File: config.mk
export PLATFORM = sky130hd
export DESIGN_NAME = uart_tx_arbiter
export DESIGN_NICKNAME = d
export VERILOG_FILES = /design/src/rtl/uart_tx_arbiter.sv
export SDC_FILE = /design/constraint.sdc
export NUM_CORES = 1
export LEC_CHECK = 0
export CAP_MARGIN = 20
export CORE_ASPECT_RATIO = 1.75
export CORE_MARGIN = 2
export CORE_UTILIZATION = 57
export CTS_CLUSTER_DIAMETER = 50
export CTS_CLUSTER_SIZE = 12
export DETAILED_ROUTE_END_ITERATION = 8
export DONT_BUFFER_PORTS = 1
export GPL_ROUTABILITY_DRIVEN = 0
export PLACE_DENSITY = 0.79
export SLEW_MARGIN = 10
export SYNTH_ARGS = -nofsm -noshare
export SYNTH_HDL_FRONTEND = slang
export SYNTH_SLANG_ARGS = --single-unit
File: constraint.sdc
create_clock -name clk -period 5.2 [get_ports clk]
set_clock_uncertainty 0.2 [all_clocks]
set_input_delay 0.52 -clock clk [delete_from_list [all_inputs] [get_ports clk]]
set_output_delay 0.52 -clock clk [all_outputs]
set_load 0.01 [all_outputs]
File: src/rtl/uart_tx_arbiter.sv
// uart_tx_arbiter
//   Shares one UART transmitter among NREQ byte sources. Round-robin
//   arbitration with bounded per-owner bursts. The transmitter is started
//   with a one-cycle tx_start pulse, and the next byte is not issued until
//   tx_done is seen. A watchdog recovers from a transmitter that never
//   completes.
//
// Ports
//   clk       in   1             system clock, rising edge
//   rst       in   1             asynchronous, active-high reset
//   req       in   NREQ          req[i]=1: requester i holds a valid byte
//   req_data  in   NREQ*dbits    byte of requester i at [i*dbits +: dbits]
//   ack       out  NREQ          one-hot pulse: byte of requester i captured
//   tx_start  out  1             pulse to transmitter, tx_din valid while high
//   tx_din    out  dbits         byte to transmitter, held until next capture
//   tx_done   in   1             transmitter completion pulse
//   busy      out  1             high whenever the FSM is not idle
//   owner     out  clog2(NREQ)   index of current/last granted requester
//   err       out  1             sticky watchdog-timeout flag, cleared by rst
module uart_tx_arbiter #(
  parameter int NREQ    = 4,
  parameter int dbits   = 8,
  parameter int BURST   = 4,
  parameter int TIMEOUT = 65535,
  localparam int OW     = $clog2(NREQ)
) (
  input  logic                    clk,
  input  logic                    rst,
  input  logic [NREQ-1:0]         req,
  input  logic [NREQ*dbits-1:0]   req_data,
  output logic [NREQ-1:0]         ack,
  output logic                    tx_start,
  output logic [dbits-1:0]        tx_din,
  input  logic                    tx_done,
  output logic                    busy,
  output logic [OW-1:0]           owner,
  output logic                    err
);

  localparam int BW = $clog2(BURST + 1);
  localparam int WW = $clog2(TIMEOUT);

  typedef enum logic [1:0] {
    S_IDLE,
    S_START,
    S_WAIT
  } state_t;

  state_t          r_state;
  logic [BW-1:0]   r_burst_cnt;
  logic [WW-1:0]   r_wd_cnt;
  logic [OW-1:0]   r_rr_ptr;
  logic            r_abort;   // previous cycle ended a frame by timeout

  logic [dbits-1:0] w_bytes [NREQ];
  logic             w_keep;
  logic             w_scan_hit;
  logic [OW-1:0]    w_scan_idx;
  logic [OW-1:0]    w_k;
  logic [OW-1:0]    w_win;
  logic [OW-1:0]    w_next_ptr;
  logic [OW-1:0]    w_owner_next;

  function automatic logic [OW-1:0] next_idx(input logic [OW-1:0] x);
    return (x == OW'(NREQ - 1)) ? '0 : x + OW'(1);
  endfunction

  always_comb begin
    for (int unsigned i = 0; i < NREQ; i++) begin
      w_bytes[i] = req_data[i*dbits +: dbits];
    end
  end

  // Winner: the current owner keeps the grant while its burst budget lasts
  // (and it was not just aborted); otherwise first requester from r_rr_ptr.
  always_comb begin
    w_keep     = req[owner] && (r_burst_cnt < BW'(BURST)) && !r_abort;
    w_scan_hit = 1'b0;
    w_scan_idx = '0;
    w_k        = '0;
    for (int unsigned i = 0; i < NREQ; i++) begin
      w_k = OW'((32'(r_rr_ptr) + i) % NREQ);
      if (!w_scan_hit && req[w_k]) begin
        w_scan_hit = 1'b1;
        w_scan_idx = w_k;
      end
    end
    w_win        = w_keep ? owner : w_scan_idx;
    w_next_ptr   = next_idx(w_win);
    w_owner_next = next_idx(owner);
  end

  always_ff @(posedge clk or posedge rst) begin
    if (rst) begin
      r_state     <= S_IDLE;
      r_burst_cnt <= '0;
      r_wd_cnt    <= '0;
      r_rr_ptr    <= '0;
      r_abort     <= 1'b0;
      ack         <= '0;
      tx_start    <= 1'b0;
      tx_din      <= '0;
      busy        <= 1'b0;
      owner       <= '0;
      err         <= 1'b0;
    end else begin
      ack      <= '0;
      tx_start <= 1'b0;
      r_abort  <= 1'b0;
      case (r_state)
        S_IDLE: begin
          if (|req) begin
            tx_din   <= w_bytes[w_win];
            owner    <= w_win;
            ack      <= NREQ'(1) << w_win;
            // Pointer always advances past the winner so an exhausted burst
            // rotates away even when the first grant came via the keep path.
            r_rr_ptr <= w_next_ptr;
            // Scan path restarts the burst; this also covers a lone
            // requester being re-granted after exhausting its budget.
            if (!w_keep) r_burst_cnt <= '0;
            busy     <= 1'b1;
            r_state  <= S_START;
          end
        end
        S_START: begin
          tx_start <= 1'b1;
          r_wd_cnt <= '0;
          r_state  <= S_WAIT;
        end
        S_WAIT: begin
          if (tx_done) begin
            r_burst_cnt <= r_burst_cnt + BW'(1);
            busy        <= 1'b0;
            r_state     <= S_IDLE;
          end else if (r_wd_cnt == WW'(TIMEOUT - 1)) begin
            err         <= 1'b1;
            r_burst_cnt <= '0;
            r_rr_ptr    <= w_owner_next;
            r_abort     <= 1'b1;
            busy        <= 1'b0;
            r_state     <= S_IDLE;
          end else begin
            r_wd_cnt <= r_wd_cnt + WW'(1);
          end
        end
        default: begin
          busy    <= 1'b0;
          r_state <= S_IDLE;
        end
      endcase
    end
  end

endmodule

Word-level counts from Yosys, hierarchy flattened
Index checks and enable logic that the tools add are counted.
{"block": "word_totals", "ff_bits": 41, "wordCells": 109}
{"block": "op_classes", "addsub": 7, "order_cmp": 7, "eq_ne": 11, "shifts": 1, "muxes": 49, "n_bitwise": 3, "reduce_logical": 20}
{"operator": "$mux 16", "n": 2}
{"operator": "$pmux 16 s2", "n": 1}
{"operator": "$mux 2", "n": 13}
{"operator": "$add 16x1->16 const B", "n": 1}
{"operator": "$bmux 8 s2", "n": 1}
{"operator": "$eq 16x16->1 const B", "n": 1}
{"operator": "$mux 8", "n": 2}
{"operator": "$lt 2x3->1 const B", "n": 5}
{"operator": "$mux 1", "n": 15}
{"operator": "$mux 3", "n": 4}
{"operator": "$bmux 1 s2", "n": 5}
{"operator": "$ne 2x2->1 const B", "n": 5}
{"operator": "$reduce_and 3->1", "n": 3}
{"operator": "$mux 4", "n": 2}
{"operator": "$reduce_and 4->1", "n": 2}
{"operator": "$add 2x1->2 const B", "n": 3}
{"operator": "$eq 2x2->1 const B", "n": 3}
{"operator": "$pmux 2 s3", "n": 1}
{"operator": "$pmux 3 s2", "n": 1}
{"operator": "$logic_and 1x1->1", "n": 5}
{"operator": "$add 2x2->2 const B", "n": 2}
{"operator": "$logic_not 1->1", "n": 4}
{"operator": "$pmux 2 s2", "n": 1}
{"operator": "$reduce_and 2->1", "n": 2}
{"operator": "12 further kinds", "n": 14}

Longest topological paths before layout
Gate-level depths: netlist (run 1).
{"block": "depth", "ltp_word": 17, "mapped_depth": 9}

Worst setup path after synthesis (run 1)
Ideal clock, no wire load.
{"block": "synth_timing", "kind": "input -> register", "start": "input req[3]", "end": "register r_rr_ptr[1]", "setup_time_ns": 0.123, "t_arrival_ns": 2.248, "setup_slack_ns": 2.630, "path_stages": 9, "n_path_buf": 2, "cell_sequence": "buf_2 -> mux2i_2 -> nor2_1 -> o32ai_1 -> buf_2 -> inv_1 -> ha_1 -> or3_1 -> o221a_2"}
{"block": "synth_between", "elab_chain_cells": 17}
{"item": "from (decl)", "line": "29", "text": "input logic [NREQ-1:0] req,"}
{"item": "$bmux 1 s2", "line": "83", "text": "if (!w_scan_hit && req[w_k]) begin"}
{"item": "$mux 1 (implied by the code)", "line": "83"}
{"item": "$mux 1", "line": "83"}
{"item": "$logic_not 1->1", "line": "83"}
{"item": "$logic_and 1x1->1", "line": "83"}
{"item": "$mux 1", "line": "83"}
{"item": "$logic_not 1->1", "line": "83"}
{"item": "$logic_and 1x1->1", "line": "83"}
{"item": "$mux 1", "line": "83"}
{"item": "$logic_not 1->1", "line": "83"}
{"item": "$logic_and 1x1->1", "line": "83"}
{"item": "$mux 2", "line": "83"}
{"item": "$mux 2", "line": "88", "text": "w_win = w_keep ? owner : w_scan_idx;"}
{"item": "$add 2x1->2 or $eq 2x2->1 (tied branches)", "line": "65", "text": "return (x == OW'(NREQ - 1)) ? '0 : x + OW'(1);"}
{"item": "$mux 2", "line": "65"}
{"item": "$mux 2", "line": "112", "text": "if (|req) begin"}
{"item": "$pmux 2 s2", "line": "110", "text": "case (r_state)"}
{"item": "to (signal assigned)", "line": "118", "text": "r_rr_ptr <= w_next_ptr;"}
{"item": "to (signal assigned)", "line": "139", "text": "r_rr_ptr <= w_owner_next;"}
{"item": "to (decl)", "line": "52", "text": "logic [OW-1:0] r_rr_ptr;"}
Several ways; a longest one is shown, not always the timed one. The select of a mux whose other input is x is not followed.
A chain may end at the register's enable or synchronous reset.

Worst setup path after layout (run 1)
{"block": "layout_timing", "start": "register owner[0]", "end": "register r_rr_ptr[1]"}
{"block": "layout_between", "elab_chain_cells": 9}
{"item": "from (decl)", "line": "36", "text": "output logic [OW-1:0] owner,"}
{"item": "from (signal assigned)", "line": "114", "text": "owner <= w_win;"}
{"item": "$bmux 1 s2", "line": "77", "text": "w_keep = req[owner] && (r_burst_cnt < BW'(BURST)) && !r_abort;"}
{"item": "$mux 1 (implied by the code)", "line": "77"}
{"item": "$logic_and 1x1->1 (2 in series)", "line": "77"}
{"item": "$mux 2", "line": "88"}
{"item": "$add 2x1->2 or $eq 2x2->1 (tied branches)", "line": "65"}
{"item": "$mux 2", "line": "65"}
{"item": "$mux 2", "line": "112"}
{"item": "$pmux 2 s2 (*)", "line": "110"}
Every way passes the cells marked *; elsewhere a longest branch is shown, timed or not. The select of a mux whose other input is x is not followed.

==> implementation parameters, run 1 <==
Parameter                              Value

Min path
  Worst min-delay path class ... primary input to asynchronous set/reset pin

Critical path
  Req. time, crit path ... between 5 and 6 ns
  Startpoint type of the worst setup path ... register
  Endpoint class of the critical path ... register
  Maximum fanout along the worst path ... 37
  Classification of the worst setup path ... register to register
  Data arrival at the endpoint of the critical path ... between 2 and 3 ns

Detailed routing
  Routed len/inst ... 18.8 um
  Iteration count of the initial detailed-routing pass ... 6
  Remaining routing DRC violations ... 0
  Antenna-violating nets left ... 0
  First DRT Iteration DRCs ... 140
  Vias per cell ... about 6.6
  WL final ... 6900 um
  Overall via count from detail_route ... ~2400

STA
  Final number of max-transition violations ... 0
  Worst Max-Slew Pin Slew ... slightly above 0.8 ns
  Worst hold slack ... 0.0302 ns
  Final worst path period share ... 0.568
  Setup Total Neg Slack ... 0 ns
  Relative slew margins ... 0.455
  Hold violation total from the final report ... 0
  Number of setup violations in the final report ... 0
  Setup repair after global routing missed its margin ... false
  Tmin final ... roughly 3 ns
  Achievable clock frequency ... 339 MHz

Clock network
  Clock-pin slew on the worst setup and hold paths ... 0.08 ns
  Num CTS Buffers ... 5
  Clk_lat worst skew ... about 0.3 ns
  Buffer count from post-CTS setup fixing ... 0
  Max H-tree Level ... 2
  Clk buf depth ... 2
  Hold-fix buffer count after cts ... 0
  Count of cells resized by post-cts repair ... 0
  Clock net sink count ... 41
  TritonCTS clock tree ... yes
  Clock tree root buffer cell ... sky130_fd_sc_hd__clkbuf_8

Synthesis
  Yosys cell types ... 56
  Number of storage elements in the synthesis netlist ... 41
  Top FF cell, synth ... sky130_fd_sc_hd__dfrtp_1
  Cell count after synthesis ... approximately 330
  Post-Synthesis Mean Instance Area ... between 8 and 9 um^2
  Total of warnings raised by yosys ... 0
  Cell area after synthesis ... 2910 um^2
  Number of flops mapped to enable cells by yosys ... 0
  Proportion of synthesized chip area in sequential cells ... 0.352
  Proportion of register bits with asynchronous set or reset after synthesis ... 1.00
  Number of nets in the synthesized netlist ... roughly 370

Global routing
  Overall Global Routing Usage ... 0.256
  Leftover overflow at the end of global routing ... 0
  Number of antenna violations at the first check in global routing ... 0
  Largest net degree at the start of global routing ... 42
  First-pass GRT wire length ... 11300 um
  Vias in the first global route ... ~2300

Die
  Die span in x ... 58.1 um
  Overall die area ... roughly 5700 um^2
  Number of standard-cell rows in the floorplan ... 34
  Starting density of the core ... 0.591
  Number of primary I/O pins ... 56
  Area of the core region ... 4930 um^2
  Die extent in y ... roughly 100 um

Finish
  Post-synthesis to final-layout area growth ... 2.02%
  Most frequent cells in the layout ... sky130_fd_sc_hd__nand2_1 (43), sky130_fd_sc_hd__dfrtp_1 (41), sky130_fd_sc_hd__nor2_1 (18)
  Register area ... 1030 um^2
  Multi-input gate area ... roughly 1700 um^2
  Antenna diode count ... 0
  Fill cell total of the finished layout ... about 440
  Layout cell share with drive strength beyond 1 ... 0.106
  Most frequent standard cell in the layout excluding fill and tap cells ... sky130_fd_sc_hd__nand2_1
  Final nets ... ~360

Placement
  PortBufs ... 0
  Placed wire-length estimate ... ~5000 um

Pwr
  Leakage power ... about 1.3 nW
  Worst IR drop on VDD ... around 0.36 mV
  Power per cell area ... 503 nW/um^2

Status
  Run status ... completed

Flow run
  MaxCap Viol Count ... 0
==> cell usage after synthesis (7+ instances only) <==
cell                       count  share of area
sky130_fd_sc_hd__dfrtp_1      41           0.35
sky130_fd_sc_hd__and2_1       10          0.021
sky130_fd_sc_hd__o2111a_1      8          0.031
sky130_fd_sc_hd__buf_2        10          0.017
sky130_fd_sc_hd__nand2_1      43          0.055
sky130_fd_sc_hd__nand2b_1     12          0.026
sky130_fd_sc_hd__o21ai_0      16          0.027
sky130_fd_sc_hd__o31ai_1       9          0.023
sky130_fd_sc_hd__o311a_1       8          0.027
sky130_fd_sc_hd__inv_1        12          0.015
sky130_fd_sc_hd__xnor2_1       8          0.024
sky130_fd_sc_hd__and2_0        7          0.015
sky130_fd_sc_hd__clkbuf_1     13          0.017
sky130_fd_sc_hd__a21oi_1      12          0.021
sky130_fd_sc_hd__o311ai_0      8          0.024
sky130_fd_sc_hd__nor2_1       18          0.023
sky130_fd_sc_hd__nand3_1       7          0.012
sky130_fd_sc_hd__nor2b_1      10          0.021
==> worst paths after layout <==
path | from | to | slack (ns) | cells after the start
worst min register to register | r_burst_cnt[0] | r_burst_cnt[0] | 0.28 | 1
worst max-delay path | owner[0] | r_rr_ptr[1] | 2.25 | 9
worst max register to register | owner[0] | r_rr_ptr[1] | 2.25 | 9
max in group asynchronous | rst | r_burst_cnt[1] | 4.39 | 2
worst min-delay path | rst | tx_din[0] | 0.03 | 2
min in group clk | tx_done | r_burst_cnt[0] | 0.15 | 2
==> area by class of cell <==
class | instances | area share
multi-input cells | 248 | 0.577
flip-flops and latches | 41 | 0.345
clock buffers | 6 | 0.0278
well taps | 54 | 0.0227
inverters | 12 | 0.0152
repair buffers | 4 | 0.0101
clock inverters | 1 | 0.00253
==> stage by stage <==
step | power, W | cell area [um^2] | std cells | setup slack [ns] | utilization
floorplan | 0.00114 | 2910 | 328 | 2.63 | -
global placement | 0.00126 | 2880 | 359 | 2.32 | 0.584
detailed placement | 0.00128 | 2880 | 359 | 2.26 | 0.584
CTS | 0.00150 | 2970 | 366 | 2.24 | 0.602
global route | 0.00162 | 2970 | 366 | 2.11 | 0.602
finish | 0.00149 | 2970 | 366 | 2.25 | 0.602
==> flip-flops by register name, indices dropped and copies added (netlist names), 2 cells and up <==
name         flops
r_wd_cnt        16
tx_din           8
ack              4
r_burst_cnt      3
owner            2
r_rr_ptr         2
r_state          2
==> kinds of logic (layout without fill, tap and decap cells) <==
logic type / count (synthesis) / after routing / share of synthesized area
XOR/XNOR: 8 / 8 / 0.0240
adder cells (fa/ha/maj): 5 / 5 / 0.0215
multiplexers: 6 / 6 / 0.0236
buffers and inverters: 39 / 23 / 0.0623
flip-flops: 41 / 41 / 0.352
AO/OA/AOI/OAI: 99 / 99 / 0.283
AND/OR/NAND/NOR: 130 / 130 / 0.234
==> per-layer routing <==
layer  share of wire  GRT usage  up-vias
li1                -          -     1168
met3           0.050     0.0433       19
met2            0.55      0.473       65
met5               0          0        -
met4           0.033      0.113        0
met1            0.37      0.274     1169
==> where the power goes <==
group / switching (W) / internal (W)
clock: 0.000113 / 0.000105
sequential: 0.000101 / 0.000408
combinational: 0.000459 / 0.000309
total: 0.000673 / 0.000821
==> critical path, stage by stage (launching register included) <==
cell and delay [ns]:
sky130_fd_sc_hd__dfrtp_1 0.45, sky130_fd_sc_hd__buf_4 0.34, sky130_fd_sc_hd__mux2i_2 0.35, sky130_fd_sc_hd__nor2_1 0.10
sky130_fd_sc_hd__o32ai_2 0.25, sky130_fd_sc_hd__buf_4 0.28, sky130_fd_sc_hd__inv_1 0.09, sky130_fd_sc_hd__ha_1 0.28
sky130_fd_sc_hd__or3_1 0.36, sky130_fd_sc_hd__o221a_2 0.13
(Power assumes the default switching activity.)
==> run 2, diff against run 1 <==
ABC_AREA = 1   (was not set)
clock period = 2.81 ns   (was 5.2 ns; I/O delays follow)
==> run 2 against run 1 <==
Synthesized cell count up 15%. Critical endpoint unchanged. First-iteration DRC count shrank 50%. Final cell count is 19% higher. Critical path depth is 3 higher. Highest routed layer unchanged. Core utilization grew 2.0 points. Register-to-register slack lost 1.9 ns. Cell area down 4.0%. Global-route usage decreased by 1.8 points. Non-clock buffer count grew 4. Clock power rose by 120%. Die area shrank 7.7%.
==> implementation parameters, run 2 <==
Parameter                              Value

Synthesis
  Number of storage elements in the synthesis netlist ... slightly above 40
  Synth area leaders ... sky130_fd_sc_hd__dfrtp_1 (38%), sky130_fd_sc_hd__nand2_1 (17%), sky130_fd_sc_hd__nand3_1 (6.7%)
  Combinational family with the most area after synthesis ... simple AND/OR/NAND/NOR gates
  Proportion of synthesized chip area in sequential cells ... 0.383
  Post-Synthesis Mean Instance Area ... between 7 and 8 um^2
  Area share of fa/ha/maj cells after synthesis ... 0.0234
  Simple logic cell fraction of the synthesized area ... 0.397
  Top FF cell, synth ... sky130_fd_sc_hd__dfrtp_1
  Total of warnings raised by yosys ... 0
  Commonest cells in the synthesized netlist ... sky130_fd_sc_hd__nand2_1 (123), sky130_fd_sc_hd__inv_1 (47), sky130_fd_sc_hd__dfrtp_1 (41)
  Share of the synthesized netlist area taken by xor and xnor gates ... 0.0131
  Number of flops mapped to enable cells by yosys ... 0
  Mux cell area share after synthesis ... 0
  Number of nets in the synthesized netlist ... between 400 and 500
  Post-synthesis cell type with the largest combined area ... sky130_fd_sc_hd__dfrtp_1
  Yosys cell types ... 35
  Proportion of register bits with asynchronous set or reset after synthesis ... 1.00
  Library cell with the highest instance count after synthesis ... sky130_fd_sc_hd__nand2_1
  Post-synth top area share ... 0.383
  Compound-cell area share of the yosys netlist ... 0.0776
  Cell count after synthesis ... 377
  Cell area after synthesis ... roughly 2700 um^2

Placement
  Placed wire-length estimate ... ~4700 um
  Placed standard-cell area ... approximately 2700 um^2
  PortBufs ... 0
  Place WS ... around 0.28 ns

Pwr
  Power Internal ... around 0.0016 W
  Logic pwr share ... 0.556
  Leakage power ... around 1.5 nW
  Sequential share of power ... 0.296
  Switch Pwr ... around 0.0016 W
  Power per cell area ... ~1100 nW/um^2
  Part of the power in the clock network ... 0.148
  Worst IR drop on VDD ... between 0.9 and 1 mV
  Switching power as a share of total power ... 0.501

Finish
  Final nets ... around 430
  Biggest register ... r_wd_cnt
  Design area ... between 2000 and 3000 um^2
  Largest register FFs ... 16
  Most frequent standard cell in the layout excluding fill and tap cells ... sky130_fd_sc_hd__nand2_1
  Most frequent cells in the layout ... sky130_fd_sc_hd__nand2_1 (123), sky130_fd_sc_hd__inv_1 (47), sky130_fd_sc_hd__dfrtp_1 (40)
  Largest regs ... r_wd_cnt x16, tx_din x8, ack x4
  Layout cell share with drive strength beyond 1 ... 0.138
  Antenna diode count ... 0
  Post-synthesis to final-layout area growth ... 6.59%
  Fill cell total of the finished layout ... 400

STA
  Number of setup violations in the final report ... 0
  Post-layout worst setup margin ... 0.325 ns
  Setup Total Neg Slack ... 0 ns
  Relative slew margins ... 0.399
  Worst Max-Slew Pin Slew ... 0.901 ns
  Tmin final ... 2.48 ns
  Hold violation total from the final report ... 0
  Setup repair after global routing missed its margin ... false
  Achievable clock frequency ... 402 MHz
  Final worst path period share ... 0.884
  Final number of max-transition violations ... 0

Critical path
  FF-to-FF End ... r_rr_ptr[1]
  Maximum fanout along the worst path ... 20
  Req. time, crit path ... 2.76 ns
  Classification of the worst setup path ... register to register
  Data arrival at the endpoint of the critical path ... about 2.4 ns
  FF-to-FF path depth ... 12
  Reg-to-Reg Start ... r_rr_ptr[0]
  Worst R2R Setup Slack ... 0.33 ns
  Endpoint class of the critical path ... register
  Startpoint type of the worst setup path ... register

Clock network
  Clock tree root buffer cell ... sky130_fd_sc_hd__clkbuf_8
  Clock-pin slew on the worst setup and hold paths ... 0.08 ns
  Clock net sink count ... between 40 and 50
  Clk buf depth ... 2
  Num CTS Buffers ... 5
  TritonCTS clock tree ... yes
  Buffer count from post-CTS setup fixing ... 0
  Clk_lat worst skew ... 0.29 ns
  Max H-tree Level ... 2

Detailed routing
  Iteration count of the initial detailed-routing pass ... 4
  WL final ... about 5900 um
  Remaining routing DRC violations ... 0
  Overall via count from detail_route ... 2416
  First DRT Iteration DRCs ... 70
  Vias per cell ... about 5.5
  Routed len/inst ... ~14 um
  Antenna-violating nets left ... 0

Die
  Overall die area ... 5280 um^2
  Die span in x ... 55.8 um
  Number of primary I/O pins ... 56
  Number of standard-cell rows in the floorplan ... 33
  Starting density of the core ... 0.584
  Area of the core region ... around 4600 um^2
  Die extent in y ... 94.7 um

Global routing
  Vias in the first global route ... 2287
  Largest net degree at the start of global routing ... 25
  First-pass GRT wire length ... 9860 um
  Number of antenna violations at the first check in global routing ... 0
  Leftover overflow at the end of global routing ... 0
  Overall Global Routing Usage ... 0.238

Min path
  Worst min-delay path class ... primary input to register
  Startpoint of the tightest hold check path ... req_data[9]
  Hold EP ... tx_din[1]
  Count of cells along the worst hold path ... 6

Status
  Run status ... completed

Flow run
  MaxCap Viol Count ... 0
-- run 2: cell count changes after synthesis, moves of 12 or more --
cell	before	now
sky130_fd_sc_hd__inv_1	12	47
sky130_fd_sc_hd__clkbuf_1	13	1
sky130_fd_sc_hd__nand2_2	0	18
sky130_fd_sc_hd__nand2b_1	12	0
sky130_fd_sc_hd__nand2_1	43	123
sky130_fd_sc_hd__nand3_1	7	36
-- run 2: area by class of cell --
class	instances	area [um^2]	share of cell area
Timing Repair Buffer	8	65.1	0.0228
Sequential cell	41	1030	0.360
Tap cell	52	65.1	0.0228
Clock buffer	7	86.3	0.0302
Inverter	56	213	0.0745
Clock inverter	1	30.0	0.0105
Multi-Input combinational cell	272	1370	0.479
-- run 2: how the worst max path moves through the flow --
stage | startpoint | slack (ns) | endpoint
2_1_floorplan | owner[0] | 0.72 | r_rr_ptr[1]
3_3_place_gp | r_rr_ptr[0] | 0.36 | r_rr_ptr[1]
3_5_place_dp | r_rr_ptr[0] | 0.28 | r_rr_ptr[1]
4_1_cts | r_rr_ptr[0] | 0.26 | r_rr_ptr[1]
5_1_grt | r_rr_ptr[0] | 0.05 | r_rr_ptr[1]
6_report | r_rr_ptr[0] | 0.33 | r_rr_ptr[1]
-- run 2: critical path, cell delays in order, from the launching register on --
cell                      delay, ns
sky130_fd_sc_hd__dfrtp_2       0.50
sky130_fd_sc_hd__inv_2         0.16
sky130_fd_sc_hd__nand2_1       0.10
sky130_fd_sc_hd__nand3_1       0.11
sky130_fd_sc_hd__nand2_2       0.09
sky130_fd_sc_hd__nor2_4        0.13
sky130_fd_sc_hd__nand2_1       0.08
sky130_fd_sc_hd__nand2_2       0.08
sky130_fd_sc_hd__nand3_4       0.17
sky130_fd_sc_hd__nand2_4       0.28
sky130_fd_sc_hd__ha_1          0.28
sky130_fd_sc_hd__nand2_1       0.07
sky130_fd_sc_hd__a31oi_1       0.08
-- run 2: cell families after synthesis --
family / Yosys count
compound gates: 36
simple gates: 227
flops: 41
fa+ha+maj: 5
buf+inv: 64
xor+xnor: 4
-- run 2: layer usage --
metal	vias to the layer above	share of wire	routed length, um	track usage
li1	1211	-	-	-
met1	1101	0.36	2140	0.237
met2	85	0.56	3320	0.465
met3	19	0.039	232	0.0479
met4	0	0.040	240	0.109
met5	-	0	0	0
-- run 2: what timing repair did --
| action | in CTS | in global routing |
|---|---|---|
| resized for setup | 0 | 1 |
| hold buffers | 2 | 0 |
| endpoints found under the hold margin | 26 | 0 |
| endpoints found under the setup margin | 0 | 2 |
-- run 2: stage by stage --
step | hold WS (ns) | total power (W) | utilization | cells
after CTS | 0.111 | 0.00330 | 0.622 | 437
after floorplan | 0.224 | 0.00249 | - | 377
after global placement | 0.191 | 0.00275 | 0.593 | 427
after global routing | 0.120 | 0.00360 | 0.623 | 437
after detailed placement | 0.207 | 0.00281 | 0.593 | 427
final | 0.118 | 0.00328 | 0.623 | 437
-- run 2: power by group through the flow --
stage | clock network (W) | registers (W) | logic (W)
6_report | 0.000486 | 0.000970 | 0.00182
2_1_floorplan | 0 | 0.000920 | 0.00157
3_3_place_gp | 0 | 0.000973 | 0.00178
4_1_cts | 0.000495 | 0.000966 | 0.00184
3_5_place_dp | 0 | 0.000972 | 0.00183
5_1_grt | 0.000518 | 0.000990 | 0.00209
==> run 3, diff against run 2 <==
--- a/config.mk
+++ b/config.mk
@@ -17,3 +17,3 @@
 export GPL_ROUTABILITY_DRIVEN = 0
-export PLACE_DENSITY = 0.79
+export PLACE_DENSITY = 0.8
 export SLEW_MARGIN = 10
--- a/constraint.sdc
+++ b/constraint.sdc
@@ -4,2 +4,2 @@
 set_output_delay 0.281 -clock clk [all_outputs]
-set_load 0.01 [all_outputs]
+set_load 0.02 [all_outputs]
==> run 3 against run 2 <==
Combinational power increased by 3%. Critical path depth is the same. Clock power decreased by 16%. Flip-flop and latch count stayed put. Cell area fell by 0.39%. Via count rose by 0.46%. Critical path type unchanged. Highest routed layer unchanged.
==> implementation parameters, run 3 (synthesized netlist as in run 2, its figures left out) <==
Parameter                              Value

Status
  Run status ... completed

Finish
  Post-synthesis to final-layout area growth ... 6.17%
  Most frequent standard cell in the layout excluding fill and tap cells ... sky130_fd_sc_hd__nand2_1
  Most frequent cells in the layout ... sky130_fd_sc_hd__nand2_1 (123), sky130_fd_sc_hd__inv_1 (47), sky130_fd_sc_hd__dfrtp_1 (41)
  Layout cell share with drive strength beyond 1 ... 0.138
  Final nets ... 428
  Biggest register ... r_wd_cnt
  Largest regs ... r_wd_cnt x16, tx_din x8, ack x4
  Antenna diode count ... 0
  Final non-filler cell total ... between 400 and 500
  Largest register FFs ... 16

Critical path
  Maximum fanout along the worst path ... 20
  Worst R2R Setup Slack ... around 0.38 ns
  FF-to-FF End ... r_rr_ptr[1]
  Endpoint class of the critical path ... register
  Req. time, crit path ... 2.78 ns
  Classification of the worst setup path ... register to register
  Startpoint type of the worst setup path ... register
  FF-to-FF path depth ... 12
  Data arrival at the endpoint of the critical path ... 2.39 ns
  Reg-to-Reg Start ... r_rr_ptr[0]

Placement
  PortBufs ... 0
  Number of placed instances with taps included ... between 400 and 500
  Placed wire-length estimate ... roughly 4900 um

STA
  Achievable clock frequency ... a little over 400 MHz
  Final number of max-transition violations ... 0
  Setup repair after global routing missed its margin ... false
  Number of setup violations in the final report ... 0
  Hold violation total from the final report ... 0
  Worst Max-Slew Pin Slew ... around 0.77 ns
  Setup Total Neg Slack ... 0 ns
  Final worst path period share ... 0.863
  Relative slew margins ... 0.487
  Tmin final ... 2.43 ns

Min path
  Worst min-delay path class ... primary input to register
  Hold EP ... tx_din[1]
  Count of cells along the worst hold path ... 6
  Startpoint of the tightest hold check path ... req_data[25]

Global routing
  First-pass GRT wire length ... roughly 10000 um
  Leftover overflow at the end of global routing ... 0
  Overall Global Routing Usage ... 0.242
  Vias in the first global route ... 2318
  Number of antenna violations at the first check in global routing ... 0
  Largest net degree at the start of global routing ... 23

Detailed routing
  Overall via count from detail_route ... approximately 2400
  WL final ... ~6100 um
  Routed len/inst ... 14.0 um
  Vias per cell ... about 5.6
  Antenna-violating nets left ... 0
  First DRT Iteration DRCs ... just over 80
  Remaining routing DRC violations ... 0
  Iteration count of the initial detailed-routing pass ... 4

Pwr
  Worst IR drop on VDD ... ~0.77 mV
  Power per cell area ... roughly 1200 nW/um^2
  Leakage power ... 1.52 nW

Clock network
  Clk_lat worst skew ... between 0.3 and 0.4 ns
  Buffer count from post-CTS setup fixing ... 0
  Clock tree root buffer cell ... sky130_fd_sc_hd__clkbuf_8
  Clock net sink count ... between 40 and 50
  Num CTS Buffers ... 5
  Clk buf depth ... 2
  Max H-tree Level ... 2
  Count of cells resized by post-cts repair ... 0
  Clock-pin slew on the worst setup and hold paths ... 0.09 ns
  TritonCTS clock tree ... yes

Die
  Die span in x ... roughly 56 um
  Die extent in y ... 94.7 um
  Area of the core region ... 4580 um^2
  Number of standard-cell rows in the floorplan ... 33
  Overall die area ... 5280 um^2
  Starting density of the core ... 0.584
  Number of primary I/O pins ... 56

Flow run
  MaxCap Viol Count ... 0
-- run 3: worst max-delay path by stage --
stage | cells after the start | startpoint | end | slack, ns
detailed placement | 12 | r_rr_ptr[0] | r_rr_ptr[1] | 0.39
finish | 12 | r_rr_ptr[0] | r_rr_ptr[1] | 0.38
CTS | 12 | r_rr_ptr[0] | r_rr_ptr[1] | 0.39
global route | 12 | r_rr_ptr[0] | r_rr_ptr[1] | 0.16
global placement | 12 | r_rr_ptr[0] | r_rr_ptr[1] | 0.47
floorplan | 10 | owner[0] | r_rr_ptr[1] | 0.66
-- run 3: layout make-up --
class | instances | area (um^2)
fill | 406 | 1740
multi-input combinational | 272 | 1370
sequential | 41 | 1030
inverter | 56 | 213
timing repair buffer | 8 | 77.6
clock buffer | 5 | 68.8
tap | 52 | 65.1
clock inverter | 3 | 25.0
-- run 3: power breakdown --
part           switching [W]  total [W]  internal (W)  leakage (nW)
clock               0.000227   0.000406      0.000179        0.0447
sequential          0.000272    0.00103      0.000755         0.540
combinational        0.00128    0.00188      0.000602         0.940
total                0.00178    0.00331       0.00154          1.52
-- run 3: through the flow --
step / power (W) / utilization / cell area, um^2 / worst slack (ns) / hold WS, ns
after floorplan: 0.00257 / - / 2680 / 0.661 / 0.224
after global placement: 0.00284 / 0.595 / 2730 / 0.472 / 0.140
after detailed placement: 0.00292 / 0.595 / 2730 / 0.395 / 0.149
after CTS: 0.00333 / 0.620 / 2840 / 0.386 / 0.0726
after global routing: 0.00361 / 0.620 / 2840 / 0.165 / 0.122
final: 0.00331 / 0.620 / 2840 / 0.384 / 0.0718
-- run 3: worst max-delay path, cell delays in order (launching register included) --
cell and delay [ns]:
sky130_fd_sc_hd__dfrtp_1 0.42, sky130_fd_sc_hd__inv_2 0.15, sky130_fd_sc_hd__nand2_1 0.11, sky130_fd_sc_hd__nand3_1 0.12
sky130_fd_sc_hd__nand2_2 0.10, sky130_fd_sc_hd__nor2_4 0.14, sky130_fd_sc_hd__nand2_1 0.08, sky130_fd_sc_hd__nand2_2 0.08
sky130_fd_sc_hd__nand3_4 0.17, sky130_fd_sc_hd__nand2_4 0.28, sky130_fd_sc_hd__ha_1 0.28, sky130_fd_sc_hd__nand2_1 0.08
sky130_fd_sc_hd__a31oi_1 0.08
-- run 3: layer usage --
metal,vias to the layer above,part of all wire,global-route usage
li1,1206,-,-
met2,82,0.54,0.446
met4,0,0.063,0.179
met3,29,0.037,0.0479
met1,1110,0.36,0.234
met5,-,0,0
-- run 3: repair_timing --
item / in CTS / in global routing
hold buffers: 2 / 0
setup endpoints to repair: 0 / 0
endpoints found under the hold margin: 24 / 0
